<file path="config.mk">
export PLATFORM = sky130hd
export DESIGN_NAME = seq_decoder
export DESIGN_NICKNAME = d
export VERILOG_FILES = /design/src/rtl/seq_decoder_pkg.sv /design/src/rtl/seq_decoder_onehot_dec.sv /design/src/rtl/seq_decoder.sv
export SDC_FILE = /design/constraint.sdc
export NUM_CORES = 1
export LEC_CHECK = 0
export BUFFER_PORTS_ARGS = -buffer_cell sky130_fd_sc_hd__buf_2
export CORE_MARGIN = 1
export CORE_UTILIZATION = 48
export DETAILED_ROUTE_END_ITERATION = 6
export PLACE_DENSITY = 0.75
export SETUP_SLACK_MARGIN = 0.05
export SYNTH_ARGS = -nofsm -noshare
export SYNTH_HDL_FRONTEND = slang
export SYNTH_SLANG_ARGS = --single-unit
</file>
<file path="constraint.sdc">
create_clock -name clk -period 2.3 [get_ports clk]
set_clock_uncertainty 0.1 [all_clocks]
set_input_delay 0.115 -clock clk [delete_from_list [all_inputs] [get_ports clk]]
set_output_delay 0.115 -clock clk [all_outputs]
set_load 0.005 [all_outputs]
</file>
<file path="src/rtl/seq_decoder_pkg.sv">
// Shared encodings for the registered one-hot decoder.
package seq_decoder_pkg;

  // Operating mode as presented on the mode port.
  localparam logic [1:0] MODE_DIRECT = 2'b00;
  localparam logic [1:0] MODE_SCAN   = 2'b01;
  localparam logic [1:0] MODE_PULSE  = 2'b10;
  localparam logic [1:0] MODE_RSVD   = 2'b11;

  // Pulse-mode controller states.
  typedef enum logic {
    IDLE   = 1'b0,
    ACTIVE = 1'b1
  } pstate_t;

  // Width of a counter that must hold 0..v-1, never narrower than one bit.
  function automatic int unsigned cnt_width(input int unsigned v);
    return (v > 1) ? $clog2(v) : 1;
  endfunction

endpackage

</file>
<file path="src/rtl/seq_decoder_onehot_dec.sv">
// Combinational N-to-2^N one-hot decode with enable.
module onehot_dec #(
  parameter int unsigned N = 5
) (
  input  logic [N-1:0]    sel,
  input  logic            en,
  output logic [2**N-1:0] y
);

  // Single hot bit at position sel, all zero when disabled.
  always_comb begin
    y = '0;
    if (en) y[sel] = 1'b1;
  end

endmodule

</file>
<file path="src/rtl/seq_decoder.sv">
// Registered one-hot decoder with direct, scan and timed-pulse behaviours.
module seq_decoder
  import seq_decoder_pkg::*;
#(
  parameter int unsigned N     = 5,
  parameter int unsigned LAST  = 2**N - 1,
  parameter int unsigned DWELL = 1,
  parameter int unsigned PULSE = 4
) (
  input  logic            clk,
  input  logic            rst_n,
  input  logic [1:0]      mode,
  input  logic [N-1:0]    in,
  input  logic            enable,
  input  logic            start,
  output logic [2**N-1:0] D,
  output logic [N-1:0]    idx,
  output logic            valid,
  output logic            busy,
  output logic            wrap
);

  localparam int unsigned     DW         = cnt_width(DWELL);
  localparam int unsigned     PW         = cnt_width(PULSE);
  localparam logic [N-1:0]    LAST_IDX   = N'(LAST);
  localparam logic [DW-1:0]   DWELL_END  = DW'(DWELL - 1);
  localparam logic [PW-1:0]   PULSE_LOAD = PW'(PULSE - 1);

  logic [1:0]      mode_q;
  pstate_t         state;
  logic [DW-1:0]   dcnt;
  logic [PW-1:0]   pcnt;
  logic            primed;

  logic            mode_chg;
  logic            scan_adv;
  logic [N-1:0]    scan_next;
  logic [N-1:0]    dec_sel;
  logic [2**N-1:0] dec;

  // Next-channel selection; scan drives the channel it is about to show,
  // direct and pulse drive the external select.
  always_comb begin
    mode_chg  = (mode != mode_q);
    scan_adv  = primed && (dcnt == DWELL_END);
    scan_next = (idx == LAST_IDX) ? '0 : idx + N'(1);
    dec_sel   = in;
    if (mode == MODE_SCAN) begin
      if (!primed)       dec_sel = '0;
      else if (scan_adv) dec_sel = scan_next;
      else               dec_sel = idx;
    end
  end

  onehot_dec #(.N(N)) u_dec (
    .sel (dec_sel),
    .en  (enable),
    .y   (dec)
  );

  // Output registers, scan position, dwell counter and pulse controller.
  // primed=0 marks a fresh scan entry: idx keeps its old value (D is zero)
  // until the first enabled cycle loads channel 0.
  always_ff @(posedge clk or negedge rst_n) begin
    if (!rst_n) begin
      mode_q <= MODE_DIRECT;
      state  <= IDLE;
      dcnt   <= '0;
      pcnt   <= '0;
      primed <= 1'b0;
      D      <= '0;
      idx    <= '0;
      valid  <= 1'b0;
      busy   <= 1'b0;
      wrap   <= 1'b0;
    end else begin
      mode_q <= mode;
      if (mode_chg) begin
        state  <= IDLE;
        dcnt   <= '0;
        pcnt   <= '0;
        primed <= 1'b0;
        D      <= '0;
        valid  <= 1'b0;
        busy   <= 1'b0;
        wrap   <= 1'b0;
      end else begin
        case (mode)
          MODE_DIRECT: begin
            D     <= dec;
            valid <= enable;
            busy  <= 1'b0;
            wrap  <= 1'b0;
            if (enable) idx <= in;
          end
          MODE_SCAN: begin
            busy <= 1'b0;
            if (enable) begin
              D     <= dec;
              valid <= 1'b1;
              if (!primed) begin
                primed <= 1'b1;
                idx    <= '0;
                dcnt   <= '0;
                wrap   <= 1'b0;
              end else if (scan_adv) begin
                idx  <= scan_next;
                dcnt <= '0;
                wrap <= (idx == LAST_IDX);
              end else begin
                dcnt <= dcnt + DW'(1);
                wrap <= 1'b0;
              end
            end else begin
              D     <= '0;
              valid <= 1'b0;
              wrap  <= 1'b0;
            end
          end
          MODE_PULSE: begin
            wrap <= 1'b0;
            case (state)
              IDLE: begin
                if (enable && start) begin
                  state <= ACTIVE;
                  idx   <= in;
                  D     <= dec;
                  valid <= 1'b1;
                  busy  <= 1'b1;
                  pcnt  <= PULSE_LOAD;
                end else begin
                  D     <= '0;
                  valid <= 1'b0;
                  busy  <= 1'b0;
                end
              end
              ACTIVE: begin
                if (!enable || (pcnt == '0)) begin
                  state <= IDLE;
                  pcnt  <= '0;
                  D     <= '0;
                  valid <= 1'b0;
                  busy  <= 1'b0;
                end else begin
                  pcnt <= pcnt - PW'(1);
                end
              end
              default: state <= IDLE;
            endcase
          end
          default: begin
            state  <= IDLE;
            dcnt   <= '0;
            pcnt   <= '0;
            primed <= 1'b0;
            D      <= '0;
            idx    <= '0;
            valid  <= 1'b0;
            busy   <= 1'b0;
            wrap   <= 1'b0;
          end
        endcase
      end
    end
  end

endmodule

</file>
==> results of run 1 <==
-- per-layer routing --
metal / up-vias / GRT usage
met4: 0 / 0.0763
met1: 982 / 0.315
met2: 66 / 0.317
met3: 7 / 0.0366
met5: - / 0
li1: 958 / -
-- worst register-to-register path: cells and delay by family, from the launching register on --
kind | cells | cell delay, ps
DFF | 1 | 390
and+or+nand+nor | 3 | 620
adders and majority gates | 2 | 350
AOI/OAI and AO/OA | 3 | 640
-- kinds of logic (layout without fill, tap and decap cells) --
logic type | count (synthesis) | after routing | synth area share
muxes | 5 | 5 | 0.0224
AOI/OAI and AO/OA | 79 | 79 | 0.249
adders and majority gates | 3 | 3 | 0.0160
xor gates and xnor gates | 2 | 2 | 0.0107
buffers and inverters | 15 | 83 | 0.0331
DFF | 47 | 47 | 0.502
and+or+nand+nor | 70 | 70 | 0.167
-- path summary, 6_finish.rpt --
| kind | to | slack (ps) |
|---|---|---|
| setup reg to reg | D[28] | 90 |
| min in group asynchronous | D[14] | 330 |
| max in group asynchronous | D[0] | 1390 |
| hold reg to reg | D[13] | 380 |
| hold / removal | idx[3] | 50 |
| setup / recovery | D[28] | 90 |
-- timing repair --
item                                    in CTS  in global routing
resized for setup                           22                  9
hold buffers                                 3                  0
setup buffers                                1                  3
pin swaps                                    6                 12
endpoints found under the hold margin       49                  0
endpoints found under the setup margin      32                 25
cloned                                       0                  0
-- registers in the layout, summed over array words and instances (netlist names) --
signal  count
dcnt        1
mode_q      2
D          32
valid       1
state       1
busy        1
wrap        1
pcnt        2
idx         5
primed      1
-- stage by stage --
| stage | cells | worst slack, ps | total power [W] | hold slack [ps] |
|---|---|---|---|---|
| after global routing | 356 | 11.2 | 0.00182 | 91.5 |
| final | 356 | 91.4 | 0.00176 | 54.1 |
| after global placement | 341 | -5.84 | 0.00111 | 135 |
| after detailed placement | 341 | -48.6 | 0.00111 | 140 |
| after floorplan | 221 | 4.39 | 0.00101 | -281 |
| after CTS | 353 | 55.6 | 0.00175 | 49.5 |
-- Yosys cell counts, drive strengths merged (4+ instances only) --
master and n:
nand2 23, dfrtp 47, a22o 16, o31ai 4, o21ai 23, clkbuf 4
inv 6, a21oi 14, a21o 5, nor2 11, buf 5, nor3 8
nand3 5, a32o 4
-- where the power goes --
group	leakage, nW	switching (W)	internal [W]
clock	0.0581	0.000284	0.000324
sequential	0.647	0.0000252	0.000849
combinational	0.740	0.000165	0.000109
total	1.44	0.000474	0.00128
-- placed cells by master, fill, tap and decap left out, types with 2 or more instances in the layout --
cell type,count
o21ai_0,20
buf_4,16
or3_4,2
nand4_1,2
nor2b_1,2
and2_1,2
nand3_1,3
nor2_2,3
dfrtp_1,47
nor3_1,3
inv_1,6
a21o_4,2
buf_2,50
o21a_1,2
o21ai_1,2
a21oi_4,2
o31ai_1,3
nand3b_1,2
nor3_4,2
mux2_2,2
o221a_2,2
nor2_1,8
nor3_2,3
dlygate4sd3_1,3
clkbuf_8,5
nand2b_1,3
a21o_1,3
mux2i_1,2
a22o_1,16
nand2_1,23
a21oi_1,12
a32o_1,4
-- area by class of cell --
cell class,instances,area share
clock inverters,3,0.0144
well taps,67,0.0275
multi-input cells,159,0.411
flip-flops and latches,47,0.386
inverters,6,0.00739
repair buffers,69,0.131
clock buffers,5,0.0226
==> impl_metrics.csv, run 1 <==
group,metric,value,unit
layout,fillers,383,
layout,utilization,0.645,
place,io_buffers,50,
drt,wl_met1,2500,um
clock_network,clk_latency,300,ps
synthesis,yosysTopAreaCell,"dfrtp_1",
synthesis,synth-seq-cells,47,
drt,dr.pass1.iters,4,
layout,antennaDiodeCount,0,
worst_hold_path,hold_class,"in -> reg",
drt,initialDrtViolationCount,114,
clock_network,path_clk_slew,90,ps
worst_hold_path,whs_path_depth,3,
clock_network,cts_sinks,47,
floorplanning,die_h,71.9,um
setup_path,cp_max_fo,5,
synthesis,synthArstFlopShare,1.00,
clock_network,clk_path_buf_depth,2,
setup_path,r2r.worst_path.cells,8,
layout,multiInputGateArea,1250,um^2
setup_path,crit_start,"idx[0]",
timing,final-max-slew-violation-count,0,
grt,grt_pass1_wl,8530,um
drt,highest_layer,"met4",
place,detailed_place_hpwl,3820,um
synthesis,synth_area_per_cell,10.6,um^2
synthesis,ys.warnings.count,0,
synthesis,synth_area_leaders,"dfrtp_1 50%, a22o_1 6.0%, o21ai_0 4.5%, nand2_1 3.7%, a21oi_1 3.0%",
setup_path,critPathKind,"reg -> reg",
drt,viasPerCell,5.65,
clock_network,htree_levels,2,
drt,vias,2013,
layout,nNetsFinal,302,
timing,finalHoldViolCount,0,
power,peakVddDrop,0.000307,V
layout,syn2layout_area_growth,30.1,%
synthesis,ys_types,49,
timing,setup_tns,0,ps
worst_hold_path,min-delay-start,"in[3]",
setup_path,r2r_start,"idx[0]",
clock_network,clock-root-buffer,"clkbuf_8",
grt,first_global_vias,1759,
place,place_congestion,0.872,
setup_path,worstSetupEndpointType,"flop",
power,p_leak,1.44,nW
setup_path,cp_num_buf_inv,0,
timing,setup_viol,0,
power,power_density,576,nW/um^2
drt,wl_met2,2670,um
place,placed_area,2720,um^2
floorplanning,rows,25,
clock_network,cts_tree,"yes",
setup_path,critical_path_cell_count,8,
timing,finalCritPeriodShare,0.960,
grt,antenna_found_initial,0,
timing,rsz0062_at_grt,"yes",
floorplanning,dieArea,5170,um^2
timing,worstMarginPinSlew,575,ps
setup_path,timing.critical_path.arrival,2310,ps
setup_path,critical_path.top_delay_family,"compound AO/OA/AOI/OAI gates",
setup_path,critPathLaunchType,"flop",
timing,min_period,2210,ps
synthesis,synth_top_area_share,0.502,
floorplanning,io_pins,51,
layout,final_cell_area,3050,um^2
floorplanning,core_area,4720,um^2
floorplanning,fp.dieW,71.9,um
setup_path,crit_required,2400,ps
grt,grt_use_total,0.213,
synthesis,synth-main-ff-cell,"dfrtp_1",
layout,seqCellArea,1180,um^2
setup_path,cp_cell_sequence,"ha_2, and3_4, ha_4, or3_4, a21oi_4, a21o_4, nor3_4, a32o_1",
drt,wl_per_cell,15.5,um
drt,wl_met3,287,um
synthesis,ys_seq_area_frac,0.502,
setup_path,slowest_delay,390,ps
grt,grt-ovfl-total,0,
timing,max_freq,453,MHz
synthesis,synthCells,221,
grt,grt_max_degree,48,
synthesis,synth-edff-count,0,
setup_path,cp_slowest_cell,"dfrtp_1",
floorplanning,initial_core_util,0.496,
flow_run,maxCapViolCount,0,
synthesis,synth_nets,235,
drt,routed_wl,5520,um
timing,maxSlewHeadroom,0.617,
drt,drcViolationCount,0,
clock_network,cts_buffers,5,
outcome,outcome,"finished clean",
layout,drive_gt1_frac,0.384,
drt,drtAntennaViolNets,0,
synthesis,syn_area,2340,um^2
No activity file was read; power rests on OpenSTA's default activity.
==> run 2: changes to the inputs <==
--- a/config.mk
+++ b/config.mk
@@ -9,4 +9,5 @@
 export CORE_MARGIN = 1
 export CORE_UTILIZATION = 48
+export CTS_BUF_LIST = sky130_fd_sc_hd__clkbuf_8 sky130_fd_sc_hd__clkbuf_16
 export DETAILED_ROUTE_END_ITERATION = 6
 export PLACE_DENSITY = 0.75
==> constraint.sdc (replaced) <==
create_clock -name clk -period 2.3 [get_ports clk]
set_clock_uncertainty 0.1 [all_clocks]
set_input_delay 0.46 -clock clk [delete_from_list [all_inputs] [get_ports clk]]
set_output_delay 0.46 -clock clk [all_outputs]
set_load 0.005 [all_outputs]
==> impl_metrics.csv, run 2 (synthesized netlist as in run 1, its figures left out) <==
group,metric,value,unit
outcome,outcome,"finished clean",
clock_network,htree_levels,2,
setup_path,critPathLaunchType,"flop",
floorplanning,die_h,71.9,um
floorplanning,rows,25,
timing,maxSlewHeadroom,0.539,
floorplanning,io_pins,51,
layout,utilization,0.651,
flow_run,maxCapViolCount,0,
layout,largest_reg_flops,32,
place,io_buffers,50,
timing,min_period,2290,ps
grt,grt_use_total,0.229,
layout,fillers,381,
power,power_density,575,nW/um^2
grt,antenna_found_initial,0,
layout,layout_common_cells,"50 x buf_2, 47 x dfrtp_1, 25 x buf_4",
clock_network,cts_sinks,47,
layout,reg_top3,"D: 32 flops, idx: 5 flops",
drt,viasPerCell,5.58,
layout,seqCellArea,1180,um^2
timing,max_freq,437,MHz
timing,setup_tns,0,ps
grt,grt_pass1_wl,9180,um
clock_network,cts_hold_buf,0,
layout,syn2layout_area_growth,31.3,%
floorplanning,initial_core_util,0.496,
timing,finalCritPeriodShare,0.994,
setup_path,r2r_start,"idx[1]",
setup_path,critPathKind,"reg -> reg",
power,peakVddDrop,0.000330,V
power,p_leak,1.48,nW
clock_network,cts_tree,"yes",
grt,grt-ovfl-total,0,
drt,routed_wl,5590,um
timing,final-max-slew-violation-count,0,
floorplanning,fp.dieW,71.9,um
place,detailed_place_hpwl,3980,um
floorplanning,core_area,4720,um^2
layout,final_common_cell,"buf_2",
place,place_congestion,0.881,
timing,worstMarginPinSlew,690,ps
timing,setup_viol,0,
clock_network,path_clk_slew,90,ps
layout,multiInputGateArea,1230,um^2
clock_network,clk_latency,300,ps
drt,drcViolationCount,0,
setup_path,crit_start,"idx[1]",
floorplanning,dieArea,5170,um^2
layout,drive_gt1_frac,0.399,
layout,nNetsFinal,309,
drt,vias,2027,
setup_path,crit_required,2400,ps
layout,antennaDiodeCount,0,
drt,initialDrtViolationCount,125,
setup_path,r2r_slack,10,ps
layout,largest_register,"D",
setup_path,cp_max_fo,5,
clock_network,clk_path_buf_depth,2,
timing,finalHoldViolCount,0,
timing,rsz0062_at_grt,"yes",
drt,wl_per_cell,15.4,um
worst_hold_path,hold_class,"in -> async",
clock_network,cts_buffers,5,
drt,dr.pass1.iters,4,
setup_path,timing.critical_path.arrival,2390,ps
setup_path,worstSetupEndpointType,"flop",
grt,grt_max_degree,48,
clock_network,clock-root-buffer,"clkbuf_8",
drt,drtAntennaViolNets,0,
grt,first_global_vias,1895,
run 2: per-layer routing:
layer | track usage | vias up | routed length [um]
met5 | 0 | - | 0
met4 | 0.0784 | 0 | 95
met3 | 0.0422 | 11 | 217
met2 | 0.356 | 62 | 2670
met1 | 0.325 | 981 | 2600
li1 | - | 973 | -
run 2: layout make-up:
cell class / instances / share of cell area
multi-input cells: 159 / 0.400
repair buffers: 76 / 0.146
clock inverters: 3 / 0.0150
flip-flops and latches: 47 / 0.382
clock buffers: 5 / 0.0224
inverters: 6 / 0.00732
well taps: 67 / 0.0272
run 2: stage by stage:
step	instances	hold WS [ps]	power (W)	area [um^2]	setup WS, ps
global route	363	199	0.00184	3080	-61.1
floorplan	221	64.4	0.00101	2340	4.39
global placement	349	364	0.00112	2780	-62.9
finish	363	128	0.00177	3080	12.7
CTS	359	156	0.00176	2970	45.0
detailed placement	349	376	0.00113	2780	-113
run 2: repair_timing:
| action | in CTS | in global routing |
|---|---|---|
| pin swaps | 5 | 10 |
| buffers inserted | 2 | 4 |
| gates resized for setup | 13 | 17 |
| setup endpoints to repair | 32 | 32 |
run 2: worst max-delay path: stages, from the launching register on:
cell     delay, ps
dfrtp_1        390
ha_2           190
and3_4         180
ha_4           160
or3_1          360
a21oi_2        150
a21o_1         150
buf_6          140
nor3_4          60
a32o_1         290
run 2: path summary, 6_finish.rpt:
path / end / depth (start not counted)
worst max-delay path: D[28] / 9
worst max register to register: D[28] / 9
worst min-delay path: D[13] / 2
max in group asynchronous: dcnt / 2
worst min register to register: D[12] / 2
min in group clk: mode_q[1] / 2
run 2: power breakdown:
group / internal [W] / total (W) / switching (W)
clock: 0.000327 / 0.000619 / 0.000292
combinational: 0.000112 / 0.000275 / 0.000162
sequential: 0.000849 / 0.000874 / 0.0000252
total: 0.00129 / 0.00177 / 0.000479
